## config.mk

```make
export PLATFORM = sky130hd
export DESIGN_NAME = bt_round_sequencer
export DESIGN_NICKNAME = d
export VERILOG_FILES = /design/src/rtl/bt_round_sequencer.sv
export SDC_FILE = /design/constraint.sdc
export NUM_CORES = 1
export LEC_CHECK = 0
export CAP_MARGIN = 25
export CORE_MARGIN = 5
export CORE_UTILIZATION = 56
export DETAILED_ROUTE_END_ITERATION = 10
export PLACE_DENSITY = 0.94
export SYNTH_ARGS = -nofsm -noshare
export SYNTH_HDL_FRONTEND = slang
export SYNTH_SLANG_ARGS = --single-unit
```

## constraint.sdc

```tcl
create_clock -name clk -period 2.13 [get_ports clk]
set_input_delay 0.3195 -clock clk [delete_from_list [all_inputs] [get_ports clk]]
set_output_delay 0.3195 -clock clk [all_outputs]
set_load 0.005 [all_outputs]
```

## src/rtl/bt_round_sequencer.sv

```systemverilog
// Round sequencer for a Borrowed-Time masked cipher datapath: load, round timing, masked clears.
// Define BT_RND_PREFETCH_EN for a 2-entry random prefetch buffer (default: single entry).
module bt_round_sequencer #(
    parameter int unsigned COUNT  = 1,
    parameter int unsigned ROUNDS = 32,
    parameter int unsigned LAT    = 1
) (
    input  logic             clk,
    input  logic             rst_n,
    input  logic             start,
    output logic             busy,
    output logic             load,
    output logic             clear,
    output logic [COUNT-1:0] rnd_out,
    output logic [5:0]       round,
    output logic             done,
    output logic             rnd_req,
    input  logic             rnd_vld,
    input  logic [COUNT-1:0] rnd_in
);

`ifdef BT_RND_PREFETCH_EN
    localparam int unsigned DEPTH = 2;
`else
    localparam int unsigned DEPTH = 1;
`endif

    localparam logic [5:0] LAST_ROUND = 6'(ROUNDS - 1);
    localparam logic [3:0] LAST_CYC   = 4'(LAT - 1);
    localparam logic [1:0] FULL_FILL  = 2'(DEPTH);

    typedef enum logic [2:0] {
        StIdle,
        StLoad,
        StRun,
        StWaitRnd,
        StClear,
        StDone,
        StWaitScr,
        StScrub
    } state_e;

    state_e state_q, state_d;

    logic [5:0] round_q, round_d;
    logic [3:0] cyc_q, cyc_d;

    logic [DEPTH-1:0][COUNT-1:0] buf_q, buf_d;
    logic [1:0]                  fill_q, fill_d;
    logic                        rnd_req_q;

    logic push;
    logic pop;
    logic has_entry;
    logic entry_ready;
    logic last_cyc;

    // ------------------------------------------------------------------
    // Random buffer: FIFO with the head in slot 0
    // ------------------------------------------------------------------
    assign push        = rnd_req_q & rnd_vld;
    assign pop         = (state_q == StClear) || (state_q == StScrub);
    assign has_entry   = (fill_q != 2'd0);
    // A transfer on this edge is enough to leave a wait state next cycle.
    assign entry_ready = has_entry | push;

    always_comb begin
        fill_d = fill_q;
        if (push && !pop) begin
            fill_d = fill_q + 2'd1;
        end else if (pop && !push) begin
            fill_d = fill_q - 2'd1;
        end
    end

`ifdef BT_RND_PREFETCH_EN
    logic [1:0] wr_idx;
    assign wr_idx = fill_q - {1'b0, pop};

    always_comb begin
        buf_d = buf_q;
        // Popped slots are zeroed so a consumed vector never lingers in the buffer.
        if (pop) begin
            buf_d[0] = buf_q[1];
            buf_d[1] = '0;
        end
        if (push) begin
            if (wr_idx == 2'd0) begin
                buf_d[0] = rnd_in;
            end else begin
                buf_d[1] = rnd_in;
            end
        end
    end
`else
    always_comb begin
        buf_d = buf_q;
        if (pop) begin
            buf_d[0] = '0;
        end
        if (push) begin
            buf_d[0] = rnd_in;
        end
    end
`endif

    always_ff @(posedge clk or negedge rst_n) begin
        if (!rst_n) begin
            buf_q     <= '0;
            fill_q    <= 2'd0;
            rnd_req_q <= 1'b0;
        end else begin
            buf_q     <= buf_d;
            fill_q    <= fill_d;
            rnd_req_q <= (fill_d != FULL_FILL);
        end
    end

    // ------------------------------------------------------------------
    // Round and per-round cycle counters
    // ------------------------------------------------------------------
    assign last_cyc = (cyc_q == LAST_CYC);

    always_comb begin
        round_d = round_q;
        cyc_d   = cyc_q;
        unique case (state_q)
            StLoad: begin
                round_d = 6'd0;
                cyc_d   = 4'd0;
            end
            StRun: begin
                cyc_d = cyc_q + 4'd1;
            end
            StClear: begin
                round_d = round_q + 6'd1;
                cyc_d   = 4'd0;
            end
            StScrub: begin
                round_d = 6'd0;
            end
            default: begin
                round_d = round_q;
                cyc_d   = cyc_q;
            end
        endcase
    end

    always_ff @(posedge clk or negedge rst_n) begin
        if (!rst_n) begin
            round_q <= 6'd0;
            cyc_q   <= 4'd0;
        end else begin
            round_q <= round_d;
            cyc_q   <= cyc_d;
        end
    end

    // ------------------------------------------------------------------
    // Sequencer FSM
    // ------------------------------------------------------------------
    always_comb begin
        state_d = state_q;
        unique case (state_q)
            StIdle: begin
                if (start) begin
                    state_d = StLoad;
                end
            end
            StLoad: begin
                state_d = StRun;
            end
            StRun: begin
                if (last_cyc) begin
                    if (round_q == LAST_ROUND) begin
                        state_d = StDone;
                    end else if (has_entry) begin
                        state_d = StClear;
                    end else begin
                        state_d = StWaitRnd;
                    end
                end
            end
            StWaitRnd: begin
                if (entry_ready) begin
                    state_d = StClear;
                end
            end
            StClear: begin
                state_d = StRun;
            end
            StDone: begin
                state_d = has_entry ? StScrub : StWaitScr;
            end
            StWaitScr: begin
                if (entry_ready) begin
                    state_d = StScrub;
                end
            end
            StScrub: begin
                state_d = StIdle;
            end
            default: begin
                state_d = StIdle;
            end
        endcase
    end

    always_ff @(posedge clk or negedge rst_n) begin
        if (!rst_n) begin
            state_q <= StIdle;
        end else begin
            state_q <= state_d;
        end
    end

    // ------------------------------------------------------------------
    // Moore outputs
    // ------------------------------------------------------------------
    assign busy    = (state_q != StIdle);
    assign load    = (state_q == StLoad);
    assign clear   = pop;
    assign done    = (state_q == StDone);
    assign round   = round_q;
    assign rnd_req = rnd_req_q;
    assign rnd_out = pop ? buf_q[0] : '0;

    // A clear must always consume a held entry, and the RNG may only push into free space.
    pop_has_entry: assert property (@(posedge clk) disable iff (!rst_n) pop |-> has_entry);
    push_not_full: assert property (@(posedge clk) disable iff (!rst_n)
                                    push |-> (fill_q != FULL_FILL));

endmodule

```

==> summary.txt <==
Yosys
  – Synth Warn #: 0
  – Synth Area in XOR/XNOR: about 3.1%
  – Predominant post-synthesis flop cell: dfrtp_1
  – List of most frequent post-synthesis cells: dfrtp_1, o21ai_0, inv_1, nand2_1, nor2_1
  – Unique masters post-synth: 40
  – Number of enable flip-flop cells after synthesis: 0
  – Complex-gate fraction of the synthesized area: 23.8%
  – Main combinational cell family by area after synthesis: compound AO/OA/AOI/OAI gates
  – Cell Area, Synth: 1080 um^2
  – Seq cells post-synth: 17
  – Post-Synth Adder-Cell Area: 4.64%
  – Syn Nets: ~130
  – Synth top area cells: dfrtp_1, o21ai_0, ha_1
  – Ys async rst share: 100%
  – Synth top area share: 39.4%
  – Mean area per synthesized cell: 8.84 um^2
  – Multiplexer share of the synthesized area: between 3 and 4%
  – Seq/Total Area, Yosys: 39.4%
  – Synth Instances: about 120
  – Simple-Gate Fraction of Synth Area: roughly 20%
  – Post-synth top area cell: dfrtp_1
  – Most frequent cell after synthesis: dfrtp_1

GRT
  – Vias in the first global route: 952
  – Grt ovf: 0
  – Largest net degree at the start of global routing: 18
  – Initial antenna violation count: 0
  – First-pass GRT wire length: between 4000 and 5000 um
  – GRT Util Overall: 20.5%

STA
  – Min cycle time layout: about 2.1 ns
  – Worst slew margin: 66.7%
  – Final hold violation count: 0
  – Final Cycle Share: 97.5%
  – Setup-failing EPs final: 0
  – RSZ-0062 raised after global routing: false
  – Post-Route Setup TNS: 0 ns
  – Final clock skew: 0.00529 ns
  – Fmax: 0.481 GHz
  – Final Slew Violations: 0
  – Worst Tran Pin Value: 0.499 ns

Route
  – Total Wirelength: 2540 um
  – DRC Markers: 0
  – Total number of vias: 983
  – Remaining antenna violation count: 0
  – First-pass DRT Iterations: 4
  – Initial drt markers: 34
  – Via/cell ratio: 5.96
  – Post-DR wirelength/cell: 15.4 um

Worst hold path
  – Worst min path class: in -> async

Setup path
  – CP Data Required Time: 1.81 ns
  – Crit. End Element: output port
  – WP data arrival: around 1.8 ns
  – Maximum fanout along the worst path: 12
  – Crit Path Category: reg -> out
  – Critical path launch point type: register

CTS
  – CTS root buf: clkbuf_4
  – Num CTS Buffers: 3
  – CTS Hold Bufs: 0
  – Clk sinks: 17
  – CTS tree: done
  – Number of gates resized after cts: 0
  – Clk_lat worst skew: 0.31 ns
  – Worst-path clk slew: 0.12 ns
  – Clock Path Buffers: 2
  – Setup Buffers After CTS: 0
  – H-tree Lvls: 1

Floorplanning
  – Core Rows: 15
  – Die Height: between 50 and 60 um
  – Die span in x: 53.9 um
  – Core area: 1780 um^2
  – Io pins: 17
  – Area of the die: between 2000 and 3000 um^2
  – Initial core utilization: 60.5%

Pwr
  – Leak: 0.576 nW
  – Peak supply drop: 940 uV
  – Pwr per Cell Area: 1440 nW/um^2

Place
  – Placer Congestion: around 0.91
  – Cell Area, Placed: about 1300 um^2
  – Dpl hpwl: 1780 um
  – I/O Buffers: 16

Cells and area
  – Share of layout cells above drive strength 1: 12.1%
  – Fill cells: 126
  – Post-layout nets: 150
  – Area Growth Syn to Fin: 22.0%
  – Final core occ: 73.8%
  – Post-Layout Inst Area: about 1300 um^2
  – ANT cells: 0

Status
  – Status: finished clean

Run
  – Maximum capacitance violations: 0
layer usage:
| layer | GRT usage, % | routed length (um) | part of all wire [%] | up-vias |
|---|---|---|---|---|
| met5 | 0 | 0 | 0 | - |
| met4 | 10.6 | 47 | 1.9 | 0 |
| met3 | 3.88 | 146 | 5.8 | 7 |
| met2 | 34.1 | 1250 | 49 | 41 |
| met1 | 25.0 | 1090 | 43 | 466 |
| li1 | - | - | - | 469 |
state kept, by name (all words and copies together) (netlist names):
register	cells
round	6
cyc_q	4
state_q	3
fill_q	2
buf_q	1
rnd_req	1
cell usage in the layout (no fill, tap or decap), types with 4 or more instances in the layout:
cell type	netlist	routed
dfrtp_1	17	15
nand2_1	9	9
buf_4	2	5
clkdlybuf4s50_1	0	16
nor2b_1	5	5
ha_1	4	4
inv_1	9	9
nand3_1	4	4
nor2_1	8	8
o21ai_0	14	14
worst max-delay path: stages (launching register included):
cell	delay [ns]
dfrtp_2	0.51
buf_4	0.20
nor3_1	0.19
clkdlybuf4s50_1	0.54
where the power goes:
group          leakage [nW]  switching (W)  internal, W  total, W
Sequential            0.218       0.000168     0.000436  0.000603
Clock                0.0139       0.000123    0.0000718  0.000195
Combinational         0.344       0.000551     0.000540   0.00109
Total                 0.576       0.000842      0.00105   0.00189
cells by family (layout without fill, tap and decap cells):
logic type,after synthesis,after routing
DFF,17,17
and+or+nand+nor,40,40
muxes,3,3
xor gates and xnor gates,3,3
buffers and inverters,16,34
adders and majority gates,4,4
AOI/OAI and AO/OA,39,39
path summary, 6_finish.rpt:
path	from	end	slack (ns)	cells after the start
max	state_q[1]$_DFFE_PN0P_	load	0.05	3
min	rst_n	round[0]$_DFFE_PN0P_	0.31	2
max reg2reg	state_q[1]$_DFFE_PN0P_	round[2]$_DFFE_PN0P_	0.38	5
min reg2reg	cyc_q[3]$_DFFE_PN0P_	cyc_q[3]$_DFFE_PN0P_	0.51	1
max in group asynchronous	rst_n	state_q[0]$_DFFE_PN0P_	1.61	2
min in group clk	cyc_q[3]$_DFFE_PN0P_	cyc_q[3]$_DFFE_PN0P_	0.51	1
area by class of cell:
class                      instances  area (um^2)  share of cell area, %
inverter                           9         33.8                   2.57
multi-input combinational         89          596                   45.2
clock inverter                     1         7.51                  0.570
tap                               25         31.3                   2.38
sequential                        17          428                   32.5
clock buffer                       3         22.5                   1.71
timing repair buffer              21          198                   15.0
metrics by stage:
step,hold WS (ns),std cells,setup slack (ns),total power (W)
floorplan,0.0239,122,0.744,0.00131
global placement,0.473,161,0.436,0.00157
detailed placement,0.496,161,0.392,0.00163
CTS,0.319,165,0.0370,0.00183
global route,0.330,165,0.0105,0.00203
finish,0.307,165,0.0526,0.00189
(Power assumes the default switching activity.)
